<file path="config.mk">
export PLATFORM = sky130hd
export DESIGN_NAME = uart_cmd_responder
export DESIGN_NICKNAME = d
export VERILOG_FILES = /design/src/rtl/uart_cmd_responder.sv
export SDC_FILE = /design/constraint.sdc
export NUM_CORES = 1
export LEC_CHECK = 0
export BUFFER_PORTS_ARGS = -buffer_cell sky130_fd_sc_hd__buf_2
export CORE_UTILIZATION = 35
export CTS_CLUSTER_DIAMETER = 60
export DETAILED_ROUTE_END_ITERATION = 10
export PLACE_DENSITY = 0.61
export SYNTH_ARGS = -nofsm -noshare
export SYNTH_HDL_FRONTEND = slang
export SYNTH_SLANG_ARGS = --single-unit
</file>
<file path="constraint.sdc">
create_clock -name i_clk -period 2.5 [get_ports i_clk]
set_clock_uncertainty 0.05 [all_clocks]
set_input_delay 0.25 -clock i_clk [delete_from_list [all_inputs] [get_ports i_clk]]
set_output_delay 0.25 -clock i_clk [all_outputs]
set_load 0.02 [all_outputs]
</file>
<file path="src/rtl/uart_cmd_responder.sv">
// Host register-access command parser: turns 'W' addr data / 'R' addr byte
// streams into local register bus strobes and one response byte per command.
module uart_cmd_responder #(
  parameter int TIMEOUT_CLKS = 34720,
  parameter int NUM_REGS     = 16
) (
  input  logic       i_clk,
  input  logic       i_rst,
  input  logic       i_rx_dv,
  input  logic [7:0] i_rx_byte,
  output logic       o_tx_dv,
  output logic [7:0] o_tx_byte,
  input  logic       i_tx_done,
  output logic       o_reg_we,
  output logic       o_reg_re,
  output logic [7:0] o_reg_addr,
  output logic [7:0] o_reg_wdata,
  input  logic [7:0] i_reg_rdata,
  output logic       o_busy,
  output logic [7:0] o_err_cnt
);

  localparam int            CW       = $clog2(TIMEOUT_CLKS + 1);
  localparam logic [CW-1:0] T_LAST   = CW'(TIMEOUT_CLKS - 1);
  localparam logic [8:0]    ADDR_LIM = 9'(NUM_REGS);
  localparam logic [7:0]    CMD_W    = 8'h57;
  localparam logic [7:0]    CMD_R    = 8'h52;
  localparam logic [7:0]    ACK      = 8'h06;
  localparam logic [7:0]    NAK      = 8'h15;

  typedef enum logic [2:0] {
    IDLE, GET_ADDR, GET_DATA, WR, REG_RD, REG_CAP, SEND, WAIT_DONE
  } state_t;

  state_t          state, state_nxt;
  logic            cmd_wr, cmd_wr_nxt;
  logic [7:0]      resp, resp_nxt;
  logic            err_inc, load_addr, load_data;
  logic [CW-1:0]   tcnt;

  always_comb begin
    state_nxt  = state;
    cmd_wr_nxt = cmd_wr;
    resp_nxt   = resp;
    err_inc    = 1'b0;
    load_addr  = 1'b0;
    load_data  = 1'b0;
    case (state)
      IDLE: begin
        if (i_rx_dv) begin
          if (i_rx_byte == CMD_W) begin
            cmd_wr_nxt = 1'b1;
            state_nxt  = GET_ADDR;
          end else if (i_rx_byte == CMD_R) begin
            cmd_wr_nxt = 1'b0;
            state_nxt  = GET_ADDR;
          end else begin
            resp_nxt  = NAK;
            err_inc   = 1'b1;
            state_nxt = SEND;
          end
        end
      end
      GET_ADDR: begin
        if (i_rx_dv) begin
          load_addr = 1'b1;
          if ({1'b0, i_rx_byte} >= ADDR_LIM) begin
            resp_nxt  = NAK;
            err_inc   = 1'b1;
            state_nxt = SEND;
          end else begin
            state_nxt = cmd_wr ? GET_DATA : REG_RD;
          end
        end else if (tcnt == T_LAST) begin
          err_inc   = 1'b1;
          state_nxt = IDLE;
        end
      end
      GET_DATA: begin
        if (i_rx_dv) begin
          load_data = 1'b1;
          state_nxt = WR;
        end else if (tcnt == T_LAST) begin
          err_inc   = 1'b1;
          state_nxt = IDLE;
        end
      end
      // Bytes arriving while a command is being serviced are dropped and counted.
      WR: begin
        resp_nxt  = ACK;
        err_inc   = i_rx_dv;
        state_nxt = SEND;
      end
      REG_RD: begin
        err_inc   = i_rx_dv;
        state_nxt = REG_CAP;
      end
      REG_CAP: begin
        resp_nxt  = i_reg_rdata;
        err_inc   = i_rx_dv;
        state_nxt = SEND;
      end
      SEND: begin
        err_inc   = i_rx_dv;
        state_nxt = WAIT_DONE;
      end
      WAIT_DONE: begin
        err_inc = i_rx_dv;
        if (i_tx_done) state_nxt = IDLE;
      end
      default: state_nxt = IDLE;
    endcase
  end

  always_ff @(posedge i_clk or posedge i_rst) begin
    if (i_rst) begin
      state       <= IDLE;
      cmd_wr      <= 1'b0;
      resp        <= 8'h00;
      o_reg_addr  <= 8'h00;
      o_reg_wdata <= 8'h00;
      o_err_cnt   <= 8'h00;
      tcnt        <= '0;
    end else begin
      state  <= state_nxt;
      cmd_wr <= cmd_wr_nxt;
      resp   <= resp_nxt;
      if (load_addr) o_reg_addr  <= i_rx_byte;
      if (load_data) o_reg_wdata <= i_rx_byte;
      if (err_inc && (o_err_cnt != 8'hFF)) o_err_cnt <= o_err_cnt + 8'd1;
      // Counts idle cycles between bytes; any accepted byte restarts the window.
      if (((state == GET_ADDR) || (state == GET_DATA)) && !i_rx_dv)
        tcnt <= tcnt + CW'(1);
      else
        tcnt <= '0;
    end
  end

  assign o_tx_dv   = (state == SEND);
  assign o_reg_we  = (state == WR);
  assign o_reg_re  = (state == REG_RD);
  assign o_busy    = (state != IDLE);
  assign o_tx_byte = resp;

endmodule
</file>
==> impl_summary.log <==
INFO  metric die-area = 7620 um^2
INFO  metric whs = 123 ps
INFO  metric startpoint = state[2]$_DFFE_PP0P_
INFO  metric synth_warnings = 0
INFO  metric p_leak = 0.00138 uW
INFO  metric finish.cell_count_without_fillers = 398
INFO  metric post_cts_buffers = 0
INFO  metric clock-sinks = 52
INFO  metric data_arrival_time_of_the_critical_path = 1840 ps
INFO  metric fp.dieW = 87.3 um
INFO  metric async_flop_share = 100%
INFO  metric postSynthAreaPerCell = 10.7 um^2
INFO  metric final-max-slew-violation-count = 0
INFO  metric grt-ovfl-total = 0
INFO  metric number_of_global_route_vias_before_repair = 1934
INFO  metric crit-reg2reg-launch = state[2]$_DFFE_PP0P_
INFO  metric diodes = 0
INFO  metric routed_wirelength = 5.43 mm
INFO  metric crit_chain = clkinv_1 > nor3b_1 > buf_2
INFO  metric relSlewSlack = 60.5%
INFO  metric worst_r2r_endpoint = o_err_cnt[1]$_DFFE_PP0P_
INFO  metric ys_top_cells_by_count = 52 x sky130_fd_sc_hd__dfrtp_1, 27 x sky130_fd_sc_hd__nor2_1, 17 x sky130_fd_sc_hd__mux2_2
INFO  metric combPwrFrac = 40.6%
INFO  metric synth.ff_latch_count = 52
INFO  metric place.gp.congestion = 0.795
INFO  metric setup.worst_path.end_class = output pin
INFO  metric setup.worst_path.start_class = flop
INFO  metric cpPeakStageDelay = 590 ps
INFO  metric maximum_number_of_pins_on_one_net_before_global_route_repair = 28
INFO  metric final_critical_delay_including_setup_and_external_delays = 2140 ps
INFO  metric synthTopCellsByArea = sky130_fd_sc_hd__dfrtp_1 51%, sky130_fd_sc_hd__mux2_2 7.5%, sky130_fd_sc_hd__xnor2_1 4.5%
INFO  metric irDropWorstVdd = 0.429 mV
INFO  metric htree_num_levels = 2
INFO  metric place_hpwl = 4.06 mm
INFO  metric final-hold-violation-count = 0
INFO  metric clk-insertion-delay-late = 310 ps
INFO  metric root_buffer = sky130_fd_sc_hd__clkbuf_8
INFO  metric antenna_left = 0
INFO  metric initial_utilization = 36.9%
INFO  metric syn-instance-count = 238
INFO  metric fillers = 729
INFO  metric synth_edf_count = 0
INFO  metric crit_fanout = 14
INFO  metric antenna_found_initial = 0
INFO  metric cts-root-to-sink-buffers = 2
INFO  metric p_switching = 1270 uW
INFO  metric boundaryPins = 56
INFO  metric drt_first_pass_iters = 4
INFO  metric timing.reg2reg.worst_path_depth = 5
INFO  metric placementRows = 30
INFO  metric path_clk_slew = 80 ps
INFO  metric capture_point_of_the_worst_path = o_tx_dv
INFO  metric first_pass_grt_wire_length = 9.30 mm
INFO  metric max-cap-violations = 0
INFO  metric seq_power_share = 41.6%
INFO  metric cts_inserted_buffers = 5
INFO  metric crit_type = reg2out
INFO  metric layout_worst_path_cycle_share = 85.8%
INFO  metric tritoncts = done
INFO  metric routed-via-count = 1996
INFO  metric critPathSlowestCell = sky130_fd_sc_hd__dfrtp_1
INFO  metric yosysTopAreaCell = sky130_fd_sc_hd__dfrtp_1
INFO  metric synth-seq-area-share = 51.1%
INFO  metric setup_violations = 0
INFO  metric internal = 1920 uW
INFO  metric vias_per_cell = 5.02
INFO  metric worst_hold_path.num_cells = 2
INFO  metric drt-initial-drc-count = 132
INFO  metric post-place-cells = 389
INFO  metric worst-slew-pin-transition = 591 ps
INFO  metric p_total = 3190 uW
INFO  metric cp_data_required_time = 2200 ps
INFO  metric syn-cell-area = 2550 um^2
INFO  metric clock_power_share = 17.8%
INFO  metric synthToLayoutAreaGrowth = 20.9%
INFO  metric globalRouteTotalUtil = 15.7%
INFO  metric swShare = 39.8%
INFO  metric drc_errors = 0
INFO  metric grt_setup_unrepaired = false
INFO  metric die_height = 87.3 um
INFO  metric ys.flop_type = sky130_fd_sc_hd__dfrtp_1
INFO  metric fraction_of_final_layout_cells_sized_beyond_drive_strength_1 = 32.5%
INFO  metric design.core.area = 6910 um^2
INFO  metric timing.hold.worst.class = in2reg
INFO  metric powerDensity = 1040 nW/um^2
INFO  metric regToRegSetupSlack = 430 ps
INFO  metric timing.fmax = 0.466 GHz
INFO  metric number_of_buffers_added_on_ports = 55
INFO  metric status = finished, final reports clean
INFO  metric syn-num-nets = 260
INFO  metric synth_most_common_cell = sky130_fd_sc_hd__dfrtp_1
INFO  metric totalNegativeSetupSlack = 0 ps
INFO  metric layout.nets = 323
INFO  metric synth_cell_types = 49
INFO  metric wl_per_cell = 13.6 um
INFO  metric post-synth-top-area-fraction = 51.1%
## final cells by class
cell class                 count  area, um^2  share of cell area [%]
inverter                      10        37.5                    1.22
clock inverter                 3        42.5                    1.38
clock buffer                   5        68.8                    2.23
tap                           96         120                    3.90
multi-input combinational    171        1190                    38.5
sequential                    52        1300                    42.3
timing repair buffer          61         323                    10.5
## critical path: cells and delay by family, from the launching register on
family / cells / cell delay, ps
buffers and inverters: 2 / 590
flip-flops: 1 / 590
AND/OR/NAND/NOR: 1 / 370
## cell families (layout without fill, tap and decap cells)
family | after synthesis | count (layout) | synth area share, %
compound gates | 35 | 35 | 9.58
xor+xnor | 20 | 20 | 6.88
fa+ha+maj | 2 | 2 | 0.983
buf+inv | 15 | 79 | 2.31
flops | 52 | 52 | 51.1
mux | 19 | 19 | 8.30
simple gates | 95 | 95 | 20.8
## registers in the layout (all words and copies together), names as in the netlist
| signal | cells |
|---|---|
| state | 3 |
| cmd_wr | 1 |
| o_reg_wdata | 8 |
| o_reg_addr | 8 |
| tcnt | 16 |
| o_tx_byte | 8 |
| o_err_cnt | 8 |
## placed cells by master, fill, tap and decap left out, types with 2 or more instances in the layout
cell	Yosys	layout
sky130_fd_sc_hd__a21oi_1	9	9
sky130_fd_sc_hd__mux2_2	17	17
sky130_fd_sc_hd__or4_4	2	2
sky130_fd_sc_hd__o21ai_0	6	6
sky130_fd_sc_hd__and4_1	2	2
sky130_fd_sc_hd__mux2i_1	2	2
sky130_fd_sc_hd__clkbuf_8	0	5
sky130_fd_sc_hd__nor3_1	5	5
sky130_fd_sc_hd__inv_1	9	8
sky130_fd_sc_hd__and4bb_2	2	2
sky130_fd_sc_hd__a22o_1	4	4
sky130_fd_sc_hd__a41o_1	2	2
sky130_fd_sc_hd__buf_4	0	5
sky130_fd_sc_hd__nand2b_1	3	3
sky130_fd_sc_hd__and2_1	2	2
sky130_fd_sc_hd__nand4_1	4	4
sky130_fd_sc_hd__o22ai_1	4	4
sky130_fd_sc_hd__a31oi_1	2	2
sky130_fd_sc_hd__dfrtp_1	52	52
sky130_fd_sc_hd__ha_1	2	2
sky130_fd_sc_hd__buf_2	2	55
sky130_fd_sc_hd__and3_1	4	4
sky130_fd_sc_hd__nand3_1	12	12
sky130_fd_sc_hd__xor2_1	7	7
sky130_fd_sc_hd__xnor2_1	13	13
sky130_fd_sc_hd__nor3b_2	2	2
sky130_fd_sc_hd__nand2_1	15	15
sky130_fd_sc_hd__nor2_1	27	27
sky130_fd_sc_hd__or3_1	3	3
## stage by stage
step	setup slack (ps)	cell area, um^2	utilization [%]
after floorplan	750	2550	-
after global placement	510	2960	42.8
after detailed placement	435	2960	42.8
after CTS	331	3080	44.6
after global routing	179	3080	44.6
final	355	3080	44.6
## per-layer routing
metal | global-route usage, % | wire length, um | up-vias
li1 | - | - | 982
met1 | 20.9 | 2540 | 963
met2 | 25.4 | 2560 | 47
met3 | 3.98 | 267 | 4
met4 | 4.47 | 60 | 0
met5 | 0 | 0 | -
## power groups by stage
stage	clock, uW	combinational (uW)	sequential (uW)
finish	569	1290	1330
floorplan	0	657	1550
global placement	0	1290	1340
detailed placement	0	1310	1340
global route	630	1420	1370
CTS	600	1310	1330
## worst min path at each step
stage                                          end            from
after floorplan               state[0]$_DFFE_PP0P_       i_tx_done
after global placement          tcnt[13]$_DFF_PP0_           i_rst
after detailed placement        tcnt[13]$_DFF_PP0_           i_rst
after CTS                     state[1]$_DFFE_PP0P_       i_tx_done
after global routing      o_tx_byte[7]$_DFFE_PP0P_  i_reg_rdata[7]
final                     o_tx_byte[6]$_DFFE_PP0P_  i_reg_rdata[6]
## timing repair
item | 4_1_cts | 5_1_grt
resized for setup | 0 | 0
setup endpoints to repair | 0 | 0
hold endpoints to repair | 25 | 0
hold buffers | 1 | 0
(Power assumes the default switching activity.)
